File: config.mk
export PLATFORM = sky130hd
export DESIGN_NAME = digit_entry
export DESIGN_NICKNAME = d
export VERILOG_FILES = /design/src/rtl/counters_pkg.sv /design/src/rtl/btn_debounce.sv /design/src/rtl/digit_entry.sv
export SDC_FILE = /design/constraint.sdc
export NUM_CORES = 1
export LEC_CHECK = 0
export CAP_MARGIN = 20
export CORE_MARGIN = 5
export CORE_UTILIZATION = 57
export DETAILED_ROUTE_END_ITERATION = 10
export PLACE_DENSITY = 0.85
export SYNTH_ARGS = -nofsm -noshare
export SYNTH_HDL_FRONTEND = slang
export SYNTH_SLANG_ARGS = --single-unit
File: constraint.sdc
create_clock -name clk_i -period 2.77 [get_ports clk_i]
set_input_delay 0.6925 -clock clk_i [delete_from_list [all_inputs] [get_ports clk_i]]
set_output_delay 0.6925 -clock clk_i [all_outputs]
set_load 0.005 [all_outputs]
File: src/rtl/counters_pkg.sv
// Shared types and helpers for the counters board user-input path.
`default_nettype none

package counters_pkg;

  typedef enum logic [1:0] {
    IDLE   = 2'd0,
    HOLD   = 2'd1,
    REPEAT = 2'd2
  } entry_state_t;

  // New value of one digit after a single up/down step; no carry out.
  function automatic logic [3:0] digit_step(
    input logic [3:0] d,
    input logic       up,
    input logic       dec
  );
    logic [3:0] r;
    if (dec) begin
      if (up) r = (d >= 4'd9) ? 4'd0 : d + 4'd1;
      else    r = ((d == 4'd0) || (d > 4'd9)) ? 4'd9 : d - 4'd1;
    end else begin
      r = up ? d + 4'd1 : d - 4'd1;
    end
    return r;
  endfunction

endpackage

`default_nettype wire

File: src/rtl/btn_debounce.sv
// Two-flop synchroniser, millisecond-based debounce and rising-edge pulse
// for one push-button.
`default_nettype none

module btn_debounce #(
  parameter int DEBOUNCE_MS = 20
) (
  input  logic clk_i,
  input  logic rst_i,
  input  logic ce1ms_i,
  input  logic btn_i,
  output logic pressed_o,
  output logic rise_o
);

  localparam logic [8:0] C_DEB_LIMIT = 9'(DEBOUNCE_MS);

  logic [1:0] sync_q;
  logic [7:0] cnt_q, cnt_d;
  logic       pressed_q, pressed_d;
  logic       rise_q;
  logic       s;

  assign s = sync_q[1];

  always_comb begin
    cnt_d     = cnt_q;
    pressed_d = pressed_q;
    if (s == pressed_q) begin
      cnt_d = '0;
    end else if (ce1ms_i) begin
      if (({1'b0, cnt_q} + 9'd1) == C_DEB_LIMIT) begin
        pressed_d = s;
        cnt_d     = '0;
      end else begin
        cnt_d = cnt_q + 8'd1;
      end
    end
  end

  always_ff @(posedge clk_i or posedge rst_i) begin
    if (rst_i) begin
      sync_q    <= '0;
      cnt_q     <= '0;
      pressed_q <= 1'b0;
      rise_q    <= 1'b0;
    end else begin
      sync_q    <= {sync_q[0], btn_i};
      cnt_q     <= cnt_d;
      pressed_q <= pressed_d;
      // Aligned with the first cycle pressed_q reads 1.
      rise_q    <= pressed_d & ~pressed_q;
    end
  end

  assign pressed_o = pressed_q;
  assign rise_o    = rise_q;

endmodule

`default_nettype wire

File: src/rtl/digit_entry.sv
// Push-button digit editor: steps the nibble of dat selected by ptr_i once
// per press and then at an auto-repeat rate while the button is held.
`default_nettype none

module digit_entry
  import counters_pkg::*;
#(
  parameter int          DEBOUNCE_MS = 20,
  parameter int          HOLD_MS     = 500,
  parameter int          REPEAT_MS   = 100,
  parameter logic [15:0] INIT        = 16'h0000
) (
  input  logic        clk_i,
  input  logic        rst_i,
  input  logic        ce1ms_i,
  input  logic        btn_i,
  input  logic [1:0]  ptr_i,
  input  logic        up_i,
  input  logic        dec_i,
  output logic [15:0] dat_o,
  output logic        stb_o,
  output logic        pressed_o
);

  localparam logic [10:0] C_HOLD_LIMIT   = 11'(HOLD_MS);
  localparam logic [10:0] C_REPEAT_LIMIT = 11'(REPEAT_MS);

  entry_state_t state_q, state_d;
  logic [9:0]   timer_q, timer_d;
  logic [15:0]  dat_q, dat_d;
  logic         stb_q;
  logic         step;
  logic         pressed, rise;
  logic [10:0]  limit;

  btn_debounce #(
    .DEBOUNCE_MS (DEBOUNCE_MS)
  ) u_debounce (
    .clk_i     (clk_i),
    .rst_i     (rst_i),
    .ce1ms_i   (ce1ms_i),
    .btn_i     (btn_i),
    .pressed_o (pressed),
    .rise_o    (rise)
  );

  assign limit = (state_q == HOLD) ? C_HOLD_LIMIT : C_REPEAT_LIMIT;

  always_comb begin
    state_d = state_q;
    timer_d = timer_q;
    step    = 1'b0;
    unique case (state_q)
      IDLE: begin
        if (rise) begin
          step    = 1'b1;
          timer_d = '0;
          state_d = HOLD;
        end
      end
      HOLD, REPEAT: begin
        // Release wins over a timer expiry in the same cycle.
        if (!pressed) begin
          timer_d = '0;
          state_d = IDLE;
        end else if (ce1ms_i) begin
          if (({1'b0, timer_q} + 11'd1) == limit) begin
            step    = 1'b1;
            timer_d = '0;
            state_d = REPEAT;
          end else begin
            timer_d = timer_q + 10'd1;
          end
        end
      end
      default: begin
        timer_d = '0;
        state_d = IDLE;
      end
    endcase
  end

  always_comb begin
    dat_d = dat_q;
    if (step) begin
      dat_d[{ptr_i, 2'b00} +: 4] = digit_step(dat_q[{ptr_i, 2'b00} +: 4], up_i, dec_i);
    end
  end

  always_ff @(posedge clk_i or posedge rst_i) begin
    if (rst_i) begin
      state_q <= IDLE;
      timer_q <= '0;
      dat_q   <= INIT;
      stb_q   <= 1'b0;
    end else begin
      state_q <= state_d;
      timer_q <= timer_d;
      dat_q   <= dat_d;
      stb_q   <= step;
    end
  end

  assign dat_o     = dat_q;
  assign stb_o     = stb_q;
  assign pressed_o = pressed;

endmodule

`default_nettype wire

==> results.json <==
{
  "period_share_pct": 95.4,
  "cts_buffers": 5,
  "synth_commonest_cells": "nand2_1, dfrtp_1, ha_1",
  "report.power.total_mw": 1.06,
  "drv_slew": 0,
  "fin_crit_ns": 2.64,
  "cp.arrival_ns": 2.81,
  "setup.worst_path.start_class": "flip-flop",
  "syn_nets": 299,
  "synth-edff-count": 0,
  "grt_antenna_before_repair": 0,
  "post-route-drc-count": 0,
  "die-area_sq_um": 6120,
  "rsz0062_at_grt": "yes",
  "multi_input_area_sq_um": 1520,
  "p_leak_nw": 1.41,
  "cts.sinks": 41,
  "nNetsFinal": 354,
  "area_growth_syn_to_layout_pct": 21.8,
  "path_clk_slew_ns": 0.07,
  "wirelength_mm": 6.30,
  "synth_top_area_share_pct": 38.6,
  "clk_path_buf_depth": 2,
  "ant_nets": 0,
  "status": "complete, no violations",
  "grt_pass1_vias": 2280,
  "worst_pin_slew_ns": 0.602,
  "dp_hpwl_mm": 4.75,
  "crit_path_max_fanout": 6,
  "grt_first_pass_wirelength_mm": 10.6,
  "synth_area_leaders": "dfrtp_1, ha_1, nand2_1",
  "slew-limit-headroom_pct": 59.6,
  "finClkSkew_ns": 0.00759,
  "pin_count": 26,
  "hp-class": "flip-flop to flip-flop",
  "startpoint": "timer_q[0]$_DFFE_PP0P_",
  "max_freq_mhz": 378,
  "die_x_um": 78.3,
  "antenna_cells": 0,
  "yosysTopAreaCell": "dfrtp_1",
  "drt_iter0_drc": 145,
  "synth_most_common_cell": "nand2_1",
  "regArea_sq_um": 1030,
  "final_util_pct": 72.7,
  "die_h_um": 78.3,
  "grt_remaining_overflow": 0,
  "layout-drive-gt1-share_pct": 19.5,
  "synth_ff_type": "dfrtp_1",
  "syn-cell-area_sq_um": 2660,
  "grt_max_degree": 42,
  "power.density_nw_per_um2": 327,
  "htree_levels": 2,
  "setup_viol": 0,
  "tns_ns": 0,
  "synth_area_per_cell_sq_um": 9.59,
  "first_pass_iters": 4,
  "async_flop_share_pct": 100,
  "crit_type": "flip-flop to flip-flop",
  "coreArea_sq_um": 4440,
  "vias_per_cell": 6.11,
  "synth_warnings": 0,
  "ir_drop_v": 0.000313,
  "grtUsageTotal_pct": 21.5,
  "hold_buffers": 0,
  "port_buffers": 25,
  "route.detailed.wl_per_inst_um": 16.4,
  "endpoint_kind": "flip-flop",
  "synthCells": 277,
  "via_count": 2354,
  "place_congestion": 0.871,
  "synth.ff_latch_count": 41,
  "crit_required_ns": 2.94,
  "n_fill_cell": 331,
  "rows": 24,
  "cts_tree": "yes",
  "min_from": "u_debounce.sync_q[0]$_DFF_PP0_",
  "clkLatencyLatePin_ns": 0.29,
  "seq_area_frac_synth_pct": 38.6,
  "r2r-start": "timer_q[0]$_DFFE_PP0P_",
  "synthDistinctLibCells": 53,
  "cts_root_buffer": "clkbuf_8",
  "finalHoldViolations": 0,
  "start_util_pct": 59.7,
  "maxCapViolCount": 0
}
[where the power goes]
group / leakage [nW] / switching (mW) / internal, mW
logic: 0.798 / 0.0479 / 0.0317
clock network: 0.0450 / 0.195 / 0.174
registers: 0.566 / 0.00528 / 0.603
total: 1.41 / 0.248 / 0.809
[per-stage QoR]
| step | std cells | instance area (sq um) | worst slack [ns] | hold slack [ns] |
|---|---|---|---|---|
| floorplan | 277 | 2660 | 0.161 | 0.331 |
| global placement | 377 | 3140 | -0.348 | 0.336 |
| detailed placement | 377 | 3140 | -0.495 | 0.338 |
| CTS | 385 | 3230 | 0.120 | 0.365 |
| global route | 385 | 3230 | -0.0131 | 0.375 |
| finish | 385 | 3230 | 0.128 | 0.362 |
[area by class of cell]
class | instances | area share [%]
Multi-Input combinational cell | 215 | 47.1
Sequential cell | 41 | 31.7
Timing Repair Buffer | 58 | 15.4
Clock buffer | 6 | 2.24
Tap cell | 52 | 2.01
Inverter | 11 | 1.28
Clock inverter | 2 | 0.310
[placed cells by master (no fill, tap or decap), types with 5 or more instances in the layout]
cell type         n
a21o_1            5
a21oi_1           8
a31oi_1           9
buf_4            33
clkbuf_8          5
clkdlybuf4s50_1  24
dfrtp_1          41
ha_1             13
inv_1            11
nand2_1          42
nand2b_1          5
nand3_1          12
nand4_1           6
nor2_1           13
nor3_1            8
o21ai_0          10
o21ai_1          12
o31ai_1           7
xor2_1            5
[kinds of logic (layout without fill, tap and decap cells)]
kind of cell | count (synthesis) | count (layout) | synth area share [%]
muxes | 8 | 8 | 5.00
buffers and inverters | 21 | 77 | 4.38
and+or+nand+nor | 110 | 110 | 21.4
DFF | 41 | 41 | 38.6
adders and majority gates | 14 | 14 | 6.60
xor gates and xnor gates | 9 | 9 | 3.25
AOI/OAI and AO/OA | 74 | 74 | 20.7
[path summary, 6_finish.rpt]
kind,end,slack [ns],depth (start not counted)
min in group asynchronous,dat_o[12]$_DFFE_PP0P_,0.84,3
worst max register to register,dat_o[2]$_DFFE_PP0P_,0.13,7
worst max-delay path,dat_o[2]$_DFFE_PP0P_,0.13,7
max in group asynchronous,dat_o[14]$_DFFE_PP0P_,1.57,3
worst min register to register,u_debounce.sync_q[1]$_DFF_PP0_,0.36,0
worst min-delay path,u_debounce.sync_q[1]$_DFF_PP0_,0.36,0
[critical path, cell delays in order (launching register included)]
cell,delay (ns)
dfrtp_1,0.43
ha_2,0.25
or4b_4,0.48
or3_4,0.44
a2111oi_4,0.31
a221oi_2,0.10
buf_4,0.18
o41ai_1,0.33
[flip-flops by register name, indices dropped and copies added (netlist names)]
register and flops:
dat_o 16, stb_o 1, timer_q 10, state_q 2, u_debounce.pressed_o 1, u_debounce.rise_o 1
u_debounce.sync_q 2, u_debounce.cnt_q 8
[per-layer routing]
layer / part of all wire (%) / wire (um) / global-route usage (%)
met5: 0 / 0 / 0
met4: 3.0 / 190 / 10.3
met3: 3.9 / 248 / 4.23
met2: 50 / 3140 / 36.5
met1: 43 / 2720 / 26.3
[timing repair]
action                     CTS  global route
setup buffers                0             0
pin swaps                    2             0
gates resized for setup      3             1
setup endpoints to repair   13             5
No activity file was read; power rests on OpenSTA's default activity.
